File: src/rtl/led_frame_arbiter_if.sv
// Producer / RAM / LED-driver signal bundle around led_frame_arbiter.
// master drives requests and driver status; slave is the arbiter.
interface led_frame_arbiter_if #(
  parameter int unsigned ReqNum  = 2,
  parameter int unsigned AddrBit = 5
);
  logic [ReqNum-1:0]         req;
  logic [ReqNum-1:0]         gnt;
  logic [ReqNum-1:0]         wr_en;
  logic [ReqNum*AddrBit-1:0] wr_addr;
  logic [ReqNum*24-1:0]      wr_data;
  logic                      wr_ready;
  logic [ReqNum-1:0]         commit;
  logic [ReqNum-1:0]         ack;
  logic                      ram_wrclock;
  logic [AddrBit-1:0]        ram_wraddress;
  logic [23:0]               ram_data;
  logic                      update_request;
  logic                      update_done;
  logic                      timeout_err;

  modport master (
    output req, wr_en, wr_addr, wr_data, commit, update_done,
    input  gnt, wr_ready, ack, ram_wrclock, ram_wraddress, ram_data, update_request, timeout_err
  );

  modport slave (
    input  req, wr_en, wr_addr, wr_data, commit, update_done,
    output gnt, wr_ready, ack, ram_wrclock, ram_wraddress, ram_data, update_request, timeout_err
  );
endinterface

File: src/rtl/led_frame_arbiter.sv
// Round-robin owner of the LED frame RAM write port and the strip refresh handshake.
// A granted producer writes a whole frame, commits, and is acked once the refresh ends.
module led_frame_arbiter #(
  parameter int unsigned ReqNum   = 2,
  parameter int unsigned LedNum   = 16,
  parameter int unsigned AddrBit  = $clog2(LedNum) + 1,
  parameter int unsigned UpdPulse = 11,
  parameter int unsigned Timeout  = 1000000
) (
  input logic                clk_i,
  input logic                rst_ni,
  led_frame_arbiter_if.slave bus_io
);
  localparam int unsigned OwnW   = (ReqNum > 1) ? $clog2(ReqNum) : 1;
  localparam int unsigned CntMax = (Timeout > UpdPulse) ? Timeout : UpdPulse;
  localparam int unsigned CntW   = $clog2(CntMax + 1);

  typedef enum logic [2:0] {
    StIdle, StGrant, StWrSetup, StWrHi, StWrLo, StUpdReq, StUpdWait, StRelease
  } state_e;

  state_e              state_q, state_d;
  logic [OwnW-1:0]     owner_q, owner_d;
  logic [OwnW-1:0]     last_q, last_d;
  logic [CntW-1:0]     cnt_q, cnt_d;
  logic                drop_q, drop_d;
  logic                do_ack_q, do_ack_d;
  logic [ReqNum-1:0]   gnt_q, gnt_d;
  logic [ReqNum-1:0]   ack_q, ack_d;
  logic                wrclk_q, wrclk_d;
  logic [AddrBit-1:0]  waddr_q, waddr_d;
  logic [23:0]         wdata_q, wdata_d;
  logic                upd_q, upd_d;
  logic                terr_q, terr_d;

  logic [AddrBit-1:0]  addr_arr [ReqNum];
  logic [23:0]         data_arr [ReqNum];
  logic                own_req, own_wr, own_commit;
  logic [AddrBit-1:0]  own_addr;
  logic [23:0]         own_data;
  logic                pick_valid;
  logic [OwnW-1:0]     pick, cand;

  for (genvar g = 0; g < ReqNum; g++) begin : gen_unpack
    assign addr_arr[g] = bus_io.wr_addr[g*AddrBit +: AddrBit];
    assign data_arr[g] = bus_io.wr_data[g*24 +: 24];
  end

  assign own_req    = bus_io.req[owner_q];
  assign own_wr     = bus_io.wr_en[owner_q];
  assign own_commit = bus_io.commit[owner_q];
  assign own_addr   = addr_arr[owner_q];
  assign own_data   = data_arr[owner_q];

  // Search starts just after the previous owner so every requester gets a turn.
  always_comb begin
    pick_valid = 1'b0;
    pick       = '0;
    cand       = '0;
    for (int unsigned i = 1; i <= ReqNum; i++) begin
      cand = OwnW'((32'(last_q) + i) % ReqNum);
      if (!pick_valid && bus_io.req[cand]) begin
        pick_valid = 1'b1;
        pick       = cand;
      end
    end
  end

  always_comb begin
    state_d  = state_q;
    owner_d  = owner_q;
    last_d   = last_q;
    cnt_d    = cnt_q;
    drop_d   = drop_q;
    do_ack_d = do_ack_q;
    gnt_d    = gnt_q;
    ack_d    = '0;
    wrclk_d  = wrclk_q;
    waddr_d  = waddr_q;
    wdata_d  = wdata_q;
    upd_d    = upd_q;
    terr_d   = terr_q;
    unique case (state_q)
      StIdle: begin
        if (pick_valid) begin
          gnt_d        = '0;
          gnt_d[pick]  = 1'b1;
          owner_d      = pick;
          do_ack_d     = 1'b0;
          state_d      = StGrant;
        end
      end
      StGrant: begin
        // A write beats a simultaneous commit; the owner re-asserts commit later.
        if (own_wr) begin
          state_d = StWrSetup;
          if (32'(own_addr) < LedNum) begin
            waddr_d = own_addr;
            wdata_d = own_data;
            drop_d  = 1'b0;
          end else begin
            drop_d  = 1'b1;
          end
        end else if (own_commit) begin
          cnt_d   = '0;
          upd_d   = 1'b1;
          state_d = StUpdReq;
        end else if (!own_req) begin
          state_d = StRelease;
        end
      end
      StWrSetup: begin
        if (!drop_q) wrclk_d = 1'b1;
        state_d = StWrHi;
      end
      StWrHi: begin
        wrclk_d = 1'b0;
        state_d = StWrLo;
      end
      StWrLo: state_d = StGrant;
      StUpdReq: begin
        if (cnt_q == CntW'(UpdPulse - 1)) begin
          upd_d   = 1'b0;
          cnt_d   = '0;
          state_d = StUpdWait;
        end else begin
          cnt_d = cnt_q + CntW'(1);
        end
      end
      StUpdWait: begin
        if (bus_io.update_done) begin
          do_ack_d = 1'b1;
          state_d  = StRelease;
        end else if (cnt_q == CntW'(Timeout - 1)) begin
          terr_d   = 1'b1;
          do_ack_d = 1'b1;
          state_d  = StRelease;
        end else begin
          cnt_d = cnt_q + CntW'(1);
        end
      end
      StRelease: begin
        gnt_d = '0;
        if (do_ack_q) ack_d[owner_q] = 1'b1;
        last_d  = owner_q;
        state_d = StIdle;
      end
      default: state_d = StIdle;
    endcase
  end

  always_ff @(posedge clk_i or negedge rst_ni) begin
    if (!rst_ni) begin
      state_q  <= StIdle;
      owner_q  <= '0;
      last_q   <= OwnW'(ReqNum - 1);
      cnt_q    <= '0;
      drop_q   <= 1'b0;
      do_ack_q <= 1'b0;
      gnt_q    <= '0;
      ack_q    <= '0;
      wrclk_q  <= 1'b0;
      waddr_q  <= '0;
      wdata_q  <= '0;
      upd_q    <= 1'b0;
      terr_q   <= 1'b0;
    end else begin
      state_q  <= state_d;
      owner_q  <= owner_d;
      last_q   <= last_d;
      cnt_q    <= cnt_d;
      drop_q   <= drop_d;
      do_ack_q <= do_ack_d;
      gnt_q    <= gnt_d;
      ack_q    <= ack_d;
      wrclk_q  <= wrclk_d;
      waddr_q  <= waddr_d;
      wdata_q  <= wdata_d;
      upd_q    <= upd_d;
      terr_q   <= terr_d;
    end
  end

  assign bus_io.gnt            = gnt_q;
  assign bus_io.ack            = ack_q;
  assign bus_io.wr_ready       = (state_q == StGrant);
  assign bus_io.ram_wrclock    = wrclk_q;
  assign bus_io.ram_wraddress  = waddr_q;
  assign bus_io.ram_data       = wdata_q;
  assign bus_io.update_request = upd_q;
  assign bus_io.timeout_err    = terr_q;
endmodule

File: src/flat_wrapper.sv
// flat-port wrapper written by rule: the top's interface ports become plain ports
module led_frame_arbiter_flat 
#(
  parameter int unsigned ReqNum   = 2,
  parameter int unsigned LedNum   = 16,
  parameter int unsigned AddrBit  = $clog2(LedNum) + 1,
  parameter int unsigned UpdPulse = 11,
  parameter int unsigned Timeout  = 1000000
)
  (clk_i, rst_ni, bus_io_req, bus_io_wr_en, bus_io_wr_addr, bus_io_wr_data, bus_io_commit, bus_io_update_done, bus_io_gnt, bus_io_wr_ready, bus_io_ack, bus_io_ram_wrclock, bus_io_ram_wraddress, bus_io_ram_data, bus_io_update_request, bus_io_timeout_err);
  led_frame_arbiter_if #(.ReqNum(ReqNum), .AddrBit(AddrBit)) bus_io_i ();
  input logic clk_i;
  input logic rst_ni;
  input wire logic [$bits(bus_io_i.req)-1:0] bus_io_req;
  input wire logic [$bits(bus_io_i.wr_en)-1:0] bus_io_wr_en;
  input wire logic [$bits(bus_io_i.wr_addr)-1:0] bus_io_wr_addr;
  input wire logic [$bits(bus_io_i.wr_data)-1:0] bus_io_wr_data;
  input wire logic [$bits(bus_io_i.commit)-1:0] bus_io_commit;
  input wire logic [$bits(bus_io_i.update_done)-1:0] bus_io_update_done;
  output wire logic [$bits(bus_io_i.gnt)-1:0] bus_io_gnt;
  output wire logic [$bits(bus_io_i.wr_ready)-1:0] bus_io_wr_ready;
  output wire logic [$bits(bus_io_i.ack)-1:0] bus_io_ack;
  output wire logic [$bits(bus_io_i.ram_wrclock)-1:0] bus_io_ram_wrclock;
  output wire logic [$bits(bus_io_i.ram_wraddress)-1:0] bus_io_ram_wraddress;
  output wire logic [$bits(bus_io_i.ram_data)-1:0] bus_io_ram_data;
  output wire logic [$bits(bus_io_i.update_request)-1:0] bus_io_update_request;
  output wire logic [$bits(bus_io_i.timeout_err)-1:0] bus_io_timeout_err;
  assign bus_io_i.req = bus_io_req;
  assign bus_io_i.wr_en = bus_io_wr_en;
  assign bus_io_i.wr_addr = bus_io_wr_addr;
  assign bus_io_i.wr_data = bus_io_wr_data;
  assign bus_io_i.commit = bus_io_commit;
  assign bus_io_i.update_done = bus_io_update_done;
  assign bus_io_gnt = bus_io_i.gnt;
  assign bus_io_wr_ready = bus_io_i.wr_ready;
  assign bus_io_ack = bus_io_i.ack;
  assign bus_io_ram_wrclock = bus_io_i.ram_wrclock;
  assign bus_io_ram_wraddress = bus_io_i.ram_wraddress;
  assign bus_io_ram_data = bus_io_i.ram_data;
  assign bus_io_update_request = bus_io_i.update_request;
  assign bus_io_timeout_err = bus_io_i.timeout_err;
  led_frame_arbiter #(.ReqNum(ReqNum), .LedNum(LedNum), .AddrBit(AddrBit), .UpdPulse(UpdPulse), .Timeout(Timeout)) u_core (.clk_i(clk_i), .rst_ni(rst_ni), .bus_io(bus_io_i));
endmodule
File: config.mk
export PLATFORM = sky130hd
export DESIGN_NAME = led_frame_arbiter_flat
export DESIGN_NICKNAME = d
export VERILOG_FILES = /design/src/rtl/led_frame_arbiter_if.sv /design/src/rtl/led_frame_arbiter.sv /design/src/flat_wrapper.sv
export SDC_FILE = /design/constraint.sdc
export NUM_CORES = 1
export LEC_CHECK = 0
export CAP_MARGIN = 15
export CORE_MARGIN = 2
export CORE_UTILIZATION = 37
export CTS_BUF_LIST = sky130_fd_sc_hd__clkbuf_2
export DETAILED_ROUTE_END_ITERATION = 10
export PLACE_DENSITY = 0.72
export SYNTH_ARGS = -nofsm -noshare
export SYNTH_HDL_FRONTEND = slang
export SYNTH_SLANG_ARGS = --single-unit
export TNS_END_PERCENT = 1
File: constraint.sdc
create_clock -name clk_i -period 5 [get_ports clk_i]
set_clock_uncertainty 0.2 [all_clocks]
set_input_delay 1 -clock clk_i [delete_from_list [all_inputs] [get_ports clk_i]]
set_output_delay 1 -clock clk_i [all_outputs]
set_load 0.02 [all_outputs]
==> reports/results.ini <==
[place]
io_buffers=103
post-place-cells=537
placed_area_um2=4410
place_hpwl_um=6680
gp_congestion=0.867
pre_cts_ws_ns=1.50

[power_and_ir_drop]
p_clk_frac=0.170
p_comb_frac=0.467
p_sw_mw=0.884
internal_power_mw=1.28
swShare=0.409
p_total_mw=2.16
seq_power_share=0.364
cellPowerDensity_nw_per_um2=475
peakVddDrop_uv=147
power.leakage_nw=1.95

[yosys]
synth_nets=413
synth.avg_cell_area_um2=9.68
async_flop_share=1.00
syn-cell-area_um2=3330
synthFlopType=dfrtp_1
ys_types=60
yosys.area.top_type=dfrtp_1
yosys_warnings=0
seq_area_frac_synth=0.474
yosysTopAreaCellShare=0.466
synth_area_leaders=dfrtp_1 (47%), mux2i_1 (9.0%), o21ai_0 (5.1%)
ys_ff_latch=63
synth_edf_count=0
syn_inst=344

[hold_path]
min_from=u_core.bus_io.timeout_err$_DFFE_PN0P_
min_path_type=reg2reg
hold_depth=1

[setup_path]
worstPathArrival_ns=2.20
cpPeakStageDelay_ns=0.65
critPathLaunch=u_core.state_q[0]$_DFFE_PN0P_
crit_chain=nand2b_1 -> nor2_1 -> clkdlybuf4s50_1
r2r_start=u_core.owner_q$_DFFE_PN0P_
end_kind=output port
crit_family=buffers and inverters
worst_ep_required_time_ns=3.80
slowest_stage=clkdlybuf4s50_1
worst_setup_path_start_kind=flop
cp_num_cells=3
path_max_fanout=11
path_class=reg2out
path_buf_inv=1
ff2ff_path_depth=6

[sta]
tightest_slew_ns=0.931
period_minus_slack_ns=3.40
setup-violations-final=0
worst_slack_ns=1.60
rsz0062_at_grt=no
slew_viol_final=0
fin_tns_setup_ns=0
slew_headroom=0.373
max_freq_mhz=294
hold_viol_final=0
whs_ns=0.297
fin_crit_sh=0.680

[drt]
drt_drc_violations_left=0
post_drt_wl_per_cell_um=16.4
drt_iter0_markers=143
vias=2975
dr.pass1.iters=4
routed_wl_um=9070
viasPerCell=5.38
antenna_left=0

[clocking]
clkSlewWorstSetupHoldPaths_ns=0.19
tritoncts=done
holdBufCountCts=0
cts_buffers=9
clockBufferDepth=2
clk_latency_ns=0.50
postCtsSetupBuffers=0
cts_root_buf=clkbuf_2
cts_resized=0
cts.htree.levels=3
clkSinkCount=63

[die]
fp.coreArea_um2=8720
die_y_um=98.9
fp.dieArea_um2=9780
rows=34
ioPinCount=104
chipWidth_um=98.9
start_util=0.382

[global_route]
grt_start_max_net_pins=58
antenna_found_initial=0
grt_pass1_wl_um=14900
grt_pass1_vias=2954
grt_usage=0.191
grt_overflow=0

[cells_and_area]
nets=509
drive_gt1_frac=0.0742
n_antenna_cell=0
layout_common_cells=clkdlybuf4s50_1 (102), dfrtp_1 (61), nand2_1 (42), o21ai_0 (34), mux2i_1 (30)
syn_to_final_growth_pct=36.7
final_common_cell=clkdlybuf4s50_1
utilization=0.522
final_cells=553
final_area_um2=4550

[outcome]
outcome=finished, final reports clean

[flow_run]
drv_cap=0

cell families (layout without fill, tap and decap cells):
family / count (synthesis) / count (layout) / share of synthesized area
AND/OR/NAND/NOR: 125 / 125 / 0.190
AO/OA/AOI/OAI: 91 / 91 / 0.192
flip-flops: 63 / 63 / 0.474
buffers and inverters: 32 / 133 / 0.0436
multiplexers: 31 / 31 / 0.0935
adder cells (fa/ha/maj): 2 / 2 / 0.00751
sequential cells by signal (all words and copies together), names as in the netlist:
name                          flops
u_core.bus_io.ram_wraddress       5
u_core.bus_io.ack                 2
u_core.drop_q                     1
u_core.bus_io.gnt                 2
u_core.do_ack_q                   1
u_core.owner_q                    1
u_core.bus_io.timeout_err         1
u_core.bus_io.ram_data           24
u_core.state_q                    3
u_core.last_q                     1
u_core.cnt_q                     20
u_core.bus_io.ram_wrclock         1
u_core.bus_io.update_request      1
worst reg2reg max path: cells and delay by family, from the launching register on:
family | cells | cell delay, ns
buffers and inverters | 1 | 0.31
DFF | 1 | 0.54
AOI/OAI and AO/OA | 2 | 0.71
and+or+nand+nor | 3 | 1.14
worst paths after layout:
kind                                                              end  slack [ns]
worst max register to register            u_core.cnt_q[3]$_DFFE_PN0P_        2.02
worst min register to register  u_core.bus_io.timeout_err$_DFFE_PN0P_        0.30
min in group asynchronous       u_core.bus_io.ram_data[4]$_DFFE_PN0P_        0.37
max in group asynchronous                   u_core.last_q$_DFFE_PN1P_        3.31
worst max-delay path                                  bus_io_wr_ready        1.60
worst min-delay path            u_core.bus_io.timeout_err$_DFFE_PN0P_        0.30
power groups by stage:
stage               logic (mW)  registers, mW  clock network (mW)
finish                    1.01          0.786               0.367
global route              1.10          0.814               0.405
CTS                       1.02          0.786               0.378
detailed placement        1.01          0.798                   0
global placement         0.997          0.790                   0
floorplan                0.515          0.884                   0
cell usage after synthesis, drive strengths merged, types with 2 or more instances:
library cell and n:
dfrtp 62, a221o 10, nand2 43, and3 10, a22o 3, nor2b 2
o31ai 4, inv 11, nand2b 3, buf 10, a21oi 7, mux2i 30
a32oi 6, a31oi 4, nor3 14, nor2 22, a32o 2, o221ai 2
clkbuf 11, o22ai 2, nand3 9, nand4 7, o21a 2, nor4 5
o21ai 39, ha 2, or2 4
cell type report:
cell class	count	area [µm²]
Fill cell	803	4170
Multi-Input combinational cell	249	1610
Sequential cell	63	1580
Timing Repair Buffer	106	1050
Tap cell	108	135
Clock inverter	7	96.3
Clock buffer	9	45.0
Inverter	11	41.3
per-layer routing:
metal / wire length, µm / global-route usage / share of wire / vias up
met5: 0 / 0 / 0 / -
met4: 80 / 0.0453 / 0.0088 / 0
met3: 709 / 0.0674 / 0.078 / 10
met2: 4270 / 0.313 / 0.47 / 115
met1: 4010 / 0.242 / 0.44 / 1393
li1: - / - / - / 1457
Note: power is estimated with default switching activity, not from simulation.
